--- config.mk ---
export PLATFORM = sky130hd
export DESIGN_NAME = can_rx_frame_fifo
export DESIGN_NICKNAME = d
export VERILOG_FILES = /design/src/rtl/can_rx_frame_fifo.sv
export SDC_FILE = /design/constraint.sdc
export NUM_CORES = 1
export LEC_CHECK = 0
export ABC_AREA = 1
export CORE_MARGIN = 2
export CORE_UTILIZATION = 35
export CTS_BUF_LIST = sky130_fd_sc_hd__clkbuf_8
export DETAILED_ROUTE_END_ITERATION = 16
export PLACE_DENSITY = 0.53
export SYNTH_ARGS = -nofsm -noshare
export SYNTH_HDL_FRONTEND = slang
export SYNTH_SLANG_ARGS = --single-unit
--- constraint.sdc ---
create_clock -name clk -period 6.1 [get_ports clk]
set_input_delay 0.915 -clock clk [delete_from_list [all_inputs] [get_ports clk]]
set_output_delay 0.915 -clock clk [all_outputs]
set_load 0.01 [all_outputs]
--- src/rtl/can_rx_frame_fifo.sv ---
// ---------------------------------------------------------------------------
// can_rx_frame_fifo
//
// Receive stage behind the CAN packet-level controller. For each CRC-valid
// frame pulse it applies an ID/mask acceptance filter. Accepted frames go into
// a first-word-fall-through FIFO. The block reports the acceptance result back
// upstream as a level ack.
//
// Ports
//   clk, rst        system clock, asynchronous active-high reset
//   in_valid        one-cycle pulse: frame present on in_id/ide/rtr/len/data
//   in_ack          level: last presented frame was accepted (bus ACK request)
//   flt_id/mask     acceptance ID and compare mask (1 = bit compared)
//   flt_ide_en/ide  optional IDE qualification
//   flush           synchronous FIFO clear (highest priority)
//   out_valid/ready head-of-FIFO stream handshake
//   out_id..data    head frame fields (don't-care while out_valid = 0)
//   count           frames held
//   overflow        one-cycle pulse: matching frame dropped, FIFO full
//   drop_cnt        saturating count of overflow drops
// ---------------------------------------------------------------------------
module can_rx_frame_fifo #(
  parameter int DEPTH_LOG2 = 2,
  parameter int DROP_W     = 16
) (
  input  logic                  clk,
  input  logic                  rst,
  input  logic                  in_valid,
  input  logic [28:0]           in_id,
  input  logic                  in_ide,
  input  logic                  in_rtr,
  input  logic [3:0]            in_len,
  input  logic [63:0]           in_data,
  output logic                  in_ack,
  input  logic [28:0]           flt_id,
  input  logic [28:0]           flt_mask,
  input  logic                  flt_ide_en,
  input  logic                  flt_ide,
  input  logic                  flush,
  output logic                  out_valid,
  input  logic                  out_ready,
  output logic [28:0]           out_id,
  output logic                  out_ide,
  output logic                  out_rtr,
  output logic [3:0]            out_len,
  output logic [63:0]           out_data,
  output logic [DEPTH_LOG2:0]   count,
  output logic                  overflow,
  output logic [DROP_W-1:0]     drop_cnt
);

  localparam int DEPTH = 2 ** DEPTH_LOG2;
  localparam int CNT_W = DEPTH_LOG2 + 1;

  typedef struct packed {
    logic [28:0] id;
    logic        ide;
    logic        rtr;
    logic [3:0]  len;
    logic [63:0] data;
  } frame_t;

  function automatic logic [DROP_W-1:0] sat_inc(input logic [DROP_W-1:0] v);
    return (&v) ? v : v + DROP_W'(1);
  endfunction

  frame_t                mem [DEPTH];
  frame_t                in_frame;
  frame_t                head;
  logic [DEPTH_LOG2-1:0] wr_ptr;
  logic [DEPTH_LOG2-1:0] rd_ptr;
  logic                  match;
  logic                  full;
  logic                  accept;
  logic                  drop;
  logic                  pop;

  // Filter / admission decision (combinational, pre-edge state)
  assign match  = (((in_id ^ flt_id) & flt_mask) == 29'd0) &&
                  (!flt_ide_en || (in_ide == flt_ide));
  assign full   = (count == CNT_W'(DEPTH));
  // A same-cycle pop does not free a slot: full is judged on the pre-edge count.
  assign accept = in_valid && match && !full && !flush;
  assign drop   = in_valid && match &&  full && !flush;
  assign pop    = out_valid && out_ready && !flush;

  assign in_frame = '{id: in_id, ide: in_ide, rtr: in_rtr, len: in_len, data: in_data};

  // Control state: pointers, occupancy, ack, overflow reporting
  always_ff @(posedge clk or posedge rst) begin
    if (rst) begin
      wr_ptr   <= '0;
      rd_ptr   <= '0;
      count    <= '0;
      in_ack   <= 1'b0;
      overflow <= 1'b0;
      drop_cnt <= '0;
    end else begin
      overflow <= drop;
      if (in_valid)
        in_ack <= accept;
      if (drop)
        drop_cnt <= sat_inc(drop_cnt);
      if (flush) begin
        wr_ptr <= '0;
        rd_ptr <= '0;
        count  <= '0;
      end else begin
        if (accept)
          wr_ptr <= wr_ptr + 1'b1;
        if (pop)
          rd_ptr <= rd_ptr + 1'b1;
        if (accept && !pop)
          count <= count + 1'b1;
        else if (!accept && pop)
          count <= count - 1'b1;
      end
    end
  end

  // Frame storage (data only, never reset)
  always_ff @(posedge clk) begin
    if (accept)
      mem[wr_ptr] <= in_frame;
  end

  // Head presentation (first-word-fall-through)
  assign head      = mem[rd_ptr];
  assign out_valid = (count != '0);
  assign out_id    = head.id;
  assign out_ide   = head.ide;
  assign out_rtr   = head.rtr;
  assign out_len   = head.len;
  assign out_data  = head.data;

endmodule

Word-level counts from Yosys, hierarchy flattened
Memories as Yosys holds them, arrays and structs flattened.
Index checks and enable logic that the tools add are counted.
{ "classes": {"addsub": 5, "multipliers": 0, "div": 0, "order_cmp": 0, "eq_ne": 2, "n_shift": 0, "mux": 9, "n_bitwise": 3, "reduce_logical": 23} }
{ "ops": {"columns": ["operator", "count"], "rows": [
  ["$and A29 B29 Y29", 1],
  ["$logic_not A29 Y1", 1],
  ["$xor A29 B29 Y29", 1],
  ["$add A16 B1 Y16 const B", 1],
  ["$reduce_and A16 Y1", 1],
  ["$logic_and A1 B1 Y1", 10],
  ["$mux W3", 3],
  ["$mux W2", 4],
  ["$reduce_bool A3 Y1", 2],
  ["$logic_not A1 Y1", 5],
  ["$add A2 B1 Y2 const B", 2],
  ["$reduce_bool A2 Y1", 2],
  ["$add A3 B1 Y3 const B", 1],
  ["$eq A3 B3 Y1 const B", 1],
  ["$sub A3 B1 Y3 const B", 1],
  ["$mux W1", 2],
  ["$reduce_and A2 Y1", 1],
  ["$eq A1 B1 Y1", 1],
  ["$logic_or A1 B1 Y1", 1],
  ["$not A1 Y1", 1]
]} }
{ "totals": {"ff_bits": 25, "latch_bits": 0, "ram_bits": 396, "mem_bits_ro": 0, "in_bits": 164, "out_inout_bits": 121, "wordCells": 49, "memories": 1} }
{ "mem_list": {"columns": ["name", "words", "word_bits", "read_ports", "rd_ports_with_merged_regs", "write_ports", "line", "source"], "rows": [
  ["mem", 4, 99, 1, 0, 1, "67", "frame_t mem [DEPTH];"]
]} }

Longest topological paths before layout
Gate-level depths: netlist of run 1.
{ "depth": {"depth_word": 12, "depth_mapped": 16, "depth_no_buf": 16} }

Worst setup path before layout of run 1
Ideal clock, no wire load.
{ "synth_timing": {"path_type": "input port to flip-flop", "from": "input flt_id[13]", "to": "memory mem[0][0] in the netlist's numbering (enable)", "setup_time_ps": 558, "t_arrival_ps": 5974, "required_ps": 5542, "slack_ps": -432, "cell_stages": 10, "path_buffers": 0, "cell_sequence": "or2_1 -> nand3_2 -> nand2_1 -> nor2_1 -> nand2_1 -> nor2_1 -> nand2_1 -> nor2_1 -> nand2_1 -> nor2_1"} }
{ "synth_via": {"elab_chain_cells": 9} }
{ "synth_lines": {"columns": ["item", "line", "source"], "rows": [
  ["from (decl)", "35", "input logic [28:0] flt_id,"],
  ["$xor A29 B29 Y29", "79", "assign match = (((in_id ^ flt_id) & flt_mask) == 29'd0) &&"],
  ["$and A29 B29 Y29", "79", null],
  ["$logic_not A29 Y1", "79", null],
  ["$logic_and A1 B1 Y1", "79", null],
  ["$logic_and A1 B1 Y1 (3 in series)", "83", "assign accept = in_valid && match && !full && !flush;"],
  ["$mux W1", "123", "if (accept)"],
  ["$mux W1 (not written as such)", "124", "mem[wr_ptr] <= in_frame;"],
  ["to (decl)", "67", null]
]} }
No other way between the ends.

Final worst setup path of run 1
{ "layout_timing": {"from": "register rd_ptr[0]", "to": "output out_id[21]"} }
{ "layout_via": {"elab_chain_cells": 1} }
{ "layout_lines": {"columns": ["item", "line", "source"], "rows": [
  ["from (decl)", "71", "logic [DEPTH_LOG2-1:0] rd_ptr;"],
  ["from (signal assigned)", "112", "rd_ptr <= rd_ptr + 1'b1;"],
  ["$mem_v2 Z4 W99", null, null],
  ["to (decl)", "42", "output logic [28:0] out_id,"]
]} }
No other way between the ends.

==> results of run 1 <==
==> layout make-up <==
| type | count | share of cell area |
|---|---|---|
| Inverter | 100 | 0.0174 |
| Clock buffer | 75 | 0.0470 |
| Sequential cell | 421 | 0.570 |
| Clock inverter | 52 | 0.0124 |
| Timing Repair Buffer | 300 | 0.137 |
| Tap cell | 615 | 0.0351 |
| Multi-Input combinational cell | 815 | 0.180 |
==> cell usage after synthesis, types with 3 or more instances <==
cell type / number / share of area
edfxtp_1: 396 / 0.70
nor2_1: 243 / 0.053
o21ai_0: 201 / 0.059
nand2_1: 166 / 0.036
o22ai_1: 99 / 0.036
inv_1: 94 / 0.021
clkbuf_1: 55 / 0.012
nand3_1: 40 / 0.012
dfrtp_1: 25 / 0.037
nand4_1: 16 / 0.0059
xor2_1: 8 / 0.0041
buf_2: 7 / 0.0021
nand3_2: 7 / 0.0041
nor3_1: 6 / 0.0018
ha_1: 5 / 0.0037
nor2_4: 5 / 0.0033
buf_1: 4 / 0.00088
inv_2: 4 / 0.00088
nor2_2: 3 / 0.0011
==> state kept, by name, indices dropped and copies added (netlist names) <==
name	cells
in_ack	1
overflow	1
drop_cnt	16
wr_ptr	2
mem	396
rd_ptr	2
count	3
==> routing by layer <==
metal | routed length, um | GRT usage | share of wire | vias up
li1 | - | - | - | 5630
met5 | 24 | 0 | 0.00053 | -
met3 | 2780 | 0.0411 | 0.061 | 74
met1 | 19800 | 0.233 | 0.44 | 5645
met4 | 1000 | 0.0634 | 0.022 | 6
met2 | 21700 | 0.293 | 0.48 | 342
==> through the flow <==
stage	instance area (um^2)	setup slack, ps	setup TNS, ps	hold slack, ps
after floorplan	17100	-432	-171160	513
after global placement	20600	1890	0	515
after detailed placement	20600	1860	0	490
after CTS	22000	1310	0	505
after global routing	22000	1110	0	562
final	22000	1370	0	504
==> report_power, final <==
part	switching [uW]	internal [uW]	leakage [uW]
registers	63.6	3170	0.00388
clock network	1110	1220	0.000754
logic	856	687	0.00327
total	2030	5080	0.00790
==> worst max-delay path, cell delays in order, from the launching register on <==
cell and delay, ps:
dfrtp_4 720, inv_6 710, buf_4 470, o21ai_0 120, o22ai_1 270, clkdlybuf4s50_1 610
==> logic make-up (layout without fill, tap and decap cells) <==
group,count (synthesis),after routing,share of synthesized area
AND/OR/NAND/NOR,495,495,0.123
flip-flops,421,421,0.733
AO/OA/AOI/OAI,305,305,0.0973
buffers and inverters,166,527,0.0370
XOR/XNOR,9,9,0.00462
adder cells (fa/ha/maj),6,6,0.00484
==> how the worst min path moves through the flow <==
stage | from | to | cells past startpoint
finish | in_ack | in_ack | 2
global route | in_ack | in_ack | 2
CTS | in_ack | in_ack | 2
detailed placement | in_ack | in_ack | 2
global placement | drop_cnt[14] | drop_cnt[14] | 2
floorplan | in_ack | in_ack | 2
==> qor.yml, run 1 <==
clocking:
  clk_pin_slew_ps: 50
  htreeDepth: 3
  cts_tree: "built"
  clk_latency_ps: 640
  clkSinkCount: 421
  cts_root_buffer: "clkbuf_8"
  post_cts_buffers: 0
  cts.path.max_buffers: 3
  ctsHoldBuffers: 0
  numCtsBuffers: 73
  ctsResizeCount: 0
floorplanning:
  initial_core_util: 0.356
  core_area_mm2: 0.0479
  die_x_um: 225
  die_h_um: 225
  rows: 80
  io_pins: 285
  die-area_mm2: 0.0506
synthesis:
  syn_area_per_cell_um2: 12.2
  syn-cell-area_mm2: 0.0171
  syn-num-nets: 1572
  synth_edf_count: 396
  synthFlopType: "edfxtp_1"
  synth_seq_cells: 421
  ys_seq_area_frac: 0.733
  synthDistinctLibCells: 33
  yosys_warnings: 0
  postSynth.asyncResetShare: 0.0594
  syn_inst: 1402
setup_path:
  endpoint_kind: "output port"
  r2r_slack_ps: 3710
  r2r_start: "count[2]"
  r2r-end: "mem[0][52]"
  cp.arrival_ps: 3820
  cp-startpoint: "rd_ptr[0]"
  path_max_fanout: 141
  crit_end: "out_id[21]"
  start_kind: "register"
  reg2regPathDepth: 6
  worstPathRequired_ps: 5180
  critPathKind: "register to output port"
layout:
  drive_gt1_frac: 0.0783
  nets: 1881
  fillerInstances: 4360
  utilization: 0.458
  final_common_cell: "edfxtp_1"
  layout_common_cells: "396 x edfxtp_1, 284 x clkdlybuf4s50_1, 239 x nor2_1"
  finalNonFillerCells: 2378
  area_delta_synth_final_pct: 28.5
  multi_input_area_mm2: 0.00396
  diodes: 0
  regArea_mm2: 0.0125
worst_hold_path:
  hold_class: "register to register"
grt:
  overflow: 0
  grt_pass1_vias: 11700
  grt_max_degree: 142
  antenna_found_initial: 3
  grtUsageTotal: 0.179
  grt_pass1_wl_mm: 68.3
timing:
  rsz0062_at_grt: "no"
  post-route-period-util: 0.776
  drv_slew: 0
  fin_crit_ps: 4730
  hold_viol: 0
  worst_pin_slew_ps: 1180
  finClkSkew_ps: 26.2
  setup_viol: 0
  clock.fmax_mhz: 211
  slew_headroom: 0.212
power_and_ir_drop:
  p_leak_uw: 0.00790
  power_uw: 7110
  ir_drop_mv: 0.136
  power_density_mw_per_mm2: 324
outcome:
  status: "complete, no violations"
routing:
  vias_per_cell: 4.92
  drc: 0
  routed_wl_mm: 45.3
  vias: 11700
  dr.pass1.iters: 5
  avgRoutedWirePerCell_um: 19.1
  postRouteAntennaNets: 0
  drt_iter0_markers: 770
run:
  drv_cap: 0
place:
  dp_cells: 2251
  gp_congestion: 0.835
  dp_hpwl_mm: 27.2
  port_buffers: 284
Power figures use the tool's default switching activity.
==> inputs of run 2 (changes only) <==
--- a/config.mk
+++ b/config.mk
@@ -10,7 +10,7 @@
 export CORE_UTILIZATION = 35
 export CTS_BUF_LIST = sky130_fd_sc_hd__clkbuf_8
 export DETAILED_ROUTE_END_ITERATION = 16
-export PLACE_DENSITY = 0.53
+export PLACE_DENSITY = 0.56
 export SYNTH_ARGS = -nofsm -noshare
 export SYNTH_HDL_FRONTEND = slang
 export SYNTH_SLANG_ARGS = --single-unit
==> constraint.sdc (replaced) <==
create_clock -name clk -period 4 [get_ports clk]
set_input_delay 0.6 -clock clk [delete_from_list [all_inputs] [get_ports clk]]
set_output_delay 0.6 -clock clk [all_outputs]
set_load 0.01 [all_outputs]
==> run 2 against run 1 <==
Power increased by 52%. Utilization up 0.27 points. Flip-flop and latch count unchanged. Register-to-register slack lost 2000 ps. Via count up 0.19%. Die area is the same. Non-clock buffer count grew 5. Setup slack worse by 1000 ps. Clock skew down 4.2 ps. Wire length is 0.24% lower. Sequential share of layout area down 0.34 points.
==> qor.yml, run 2 (synthesis gave the netlist of run 1 again) <==
outcome:
  status: "complete, no violations"  # unchanged
routing:
  dr.pass1.iters: 5  # unchanged
  postRouteAntennaNets: 0  # unchanged
  routed_wl_mm: 45.2  # was 45.3 mm
  avgRoutedWirePerCell_um: 18.9  # was 19.1 um
  drc: 0  # unchanged
  vias: 11700  # about the same
  drt_iter0_markers: 801  # was 770
  vias_per_cell: 4.91  # was 4.92
timing:
  worst_pin_slew_ps: 1000  # was 1180 ps
  hold_viol: 0  # unchanged
  rsz0062_at_grt: "no"  # unchanged
  clock.fmax_mhz: 274
  drv_slew: 0  # unchanged
  setup_viol: 0  # unchanged
  finClkSkew_ps: 22.0  # was 26.2 ps
  holdWs_ps: 499  # was 504 ps
  finalSetupTns_ps: 0  # unchanged
  post-route-period-util: 0.912
  slew_headroom: 0.331  # was 0.212
  fin_crit_ps: 3650
setup_path:
  cp.arrival_ps: 3050  # was 3820 ps
  path_buf_inv: 3  # unchanged
  start_kind: "register"  # unchanged
  slowest_delay_ps: 820  # was 720 ps
  path_cells: "inv_2 > buf_12 > o21ai_0 > o22ai_1 > clkdlybuf4s50_1"  # was inv_6 > buf_4 > o21ai_0 > o22ai_1 > clkdlybuf4s50_1
  worstPathRequired_ps: 3400  # was 5180 ps
  cp_slowest_cell: "dfrtp_4"  # unchanged
  endpoint_kind: "output port"  # unchanged
  critPathKind: "register to output port"  # unchanged
  path_delay_family: "buffers and inverters"  # unchanged
  path_max_fanout: 74  # was 141
grt:
  grt_max_degree: 113  # was 142
  grt_pass1_vias: 11600  # was 11700
  antenna_found_initial: 3  # unchanged
  overflow: 0  # unchanged
  grtUsageTotal: 0.179  # about the same
  grt_pass1_wl_mm: 68.4  # was 68.3 mm
layout:
  final_common_cell: "edfxtp_1"  # unchanged
  utilization: 0.461  # was 0.458
  top_regs: "mem x396, drop_cnt x16, count x3"  # unchanged
  largest_reg_flops: 396  # unchanged
  finalNonFillerCells: 2388  # was 2378
  area_delta_synth_final_pct: 29.3  # was 28.5%
  drive_gt1_frac: 0.0808  # was 0.0783
  layout_common_cells: "396 x edfxtp_1, 284 x clkdlybuf4s50_1, 239 x nor2_1"  # unchanged
  top_register: "mem"  # unchanged
  nets: 1886  # was 1881
clocking:
  htreeDepth: 3  # unchanged
  clk_latency_ps: 630  # was 640 ps
  ctsResizeCount: 0  # unchanged
  ctsHoldBuffers: 0  # unchanged
  cts_tree: "built"  # unchanged
  cts.path.max_buffers: 3  # unchanged
  cts_root_buffer: "clkbuf_8"  # unchanged
  numCtsBuffers: 73  # unchanged
  clk_pin_slew_ps: 60  # was 50 ps
  post_cts_buffers: 0  # unchanged
  clkSinkCount: 421  # unchanged
power_and_ir_drop:
  power_density_mw_per_mm2: 489  # was 324 mW/mm^2
  p_comb_frac: 0.221  # was 0.217
  ir_drop_mv: 0.192  # was 0.136 mV
  switching_share: 0.286  # was 0.285
  p_clk_frac: 0.323  # was 0.328
  p_leak_uw: 0.00795  # was 0.00790 uW
  sequentialPowerShare: 0.456  # was 0.455
  internal_power_uw: 7710  # was 5080 uW
  p_sw_uw: 3090  # was 2030 uW
  power_uw: 10800  # was 7110 uW
place:
  dp_hpwl_mm: 27.3  # was 27.2 mm
  dp_cells: 2256  # was 2251
  gp_congestion: 0.817  # was 0.835
  port_buffers: 284  # unchanged
floorplanning:
  core_area_mm2: 0.0479  # unchanged
  die_x_um: 225  # unchanged
  io_pins: 285  # unchanged
  initial_core_util: 0.356  # unchanged
  die-area_mm2: 0.0506  # unchanged
  die_h_um: 225  # unchanged
  rows: 80  # unchanged
worst_hold_path:
  hold_class: "register to register"  # unchanged
run:
  drv_cap: 0  # unchanged
run 2: cell count changes in the layout (fill, tap and decap cells not counted), moves of 2 or more:
cell        before  now
diode_2          0    3
clkinvlp_4       1    3
buf_4           12    9
clkinv_2        10    8
inv_8            0    2
buf_12           4   12
run 2: worst paths after layout:
path / startpoint / end / slack [ps] / cells after the start
worst max register to register: count[0] / count[2] / 1750 / 11
max in group asynchronous: rst / rd_ptr[0] / 2740 / 2
worst min-delay path: in_ack / in_ack / 500 / 2
min in group asynchronous: rst / drop_cnt[1] / 520 / 2
worst min register to register: in_ack / in_ack / 500 / 2
worst max-delay path: rd_ptr[1] / out_data[44] / 350 / 5
run 2: tightest hold or removal path, delay by kind of cell, from the launching register on:
family           cells  cell delay (ps)
AND/OR/NAND/NOR      2              120
flip-flops           1              350
run 2: cell type report:
type                       count  area (um^2)
fill                        4377        25900
sequential                   421        12500
multi-input combinational    815         3960
timing repair buffer         305         3150
clock buffer                  74         1020
tap                          615          769
inverter                     100          380
clock inverter                55          274
antenna                        3         7.51
run 2: metal layers:
layer	share of wire	GRT usage
met3	0.057	0.0415
met5	0	0
met2	0.48	0.296
met4	0.020	0.0647
met1	0.44	0.231
run 2: metrics by stage:
stage | worst slack [ps] | instance area (um^2)
after floorplan | -594 | 17100
after global placement | 552 | 20800
after detailed placement | 507 | 20800
after CTS | 224 | 22100
after global routing | 162 | 22100
final | 352 | 22100
run 2: power groups by stage:
stage / sequential, uW / combinational (uW) / clock, uW
5_1_grt: 4930 / 2610 / 3810
3_5_place_dp: 5020 / 2420 / 0
6_report: 4930 / 2390 / 3490
2_1_floorplan: 4950 / 1150 / 0
3_3_place_gp: 5020 / 2410 / 0
4_1_cts: 4930 / 2430 / 3630
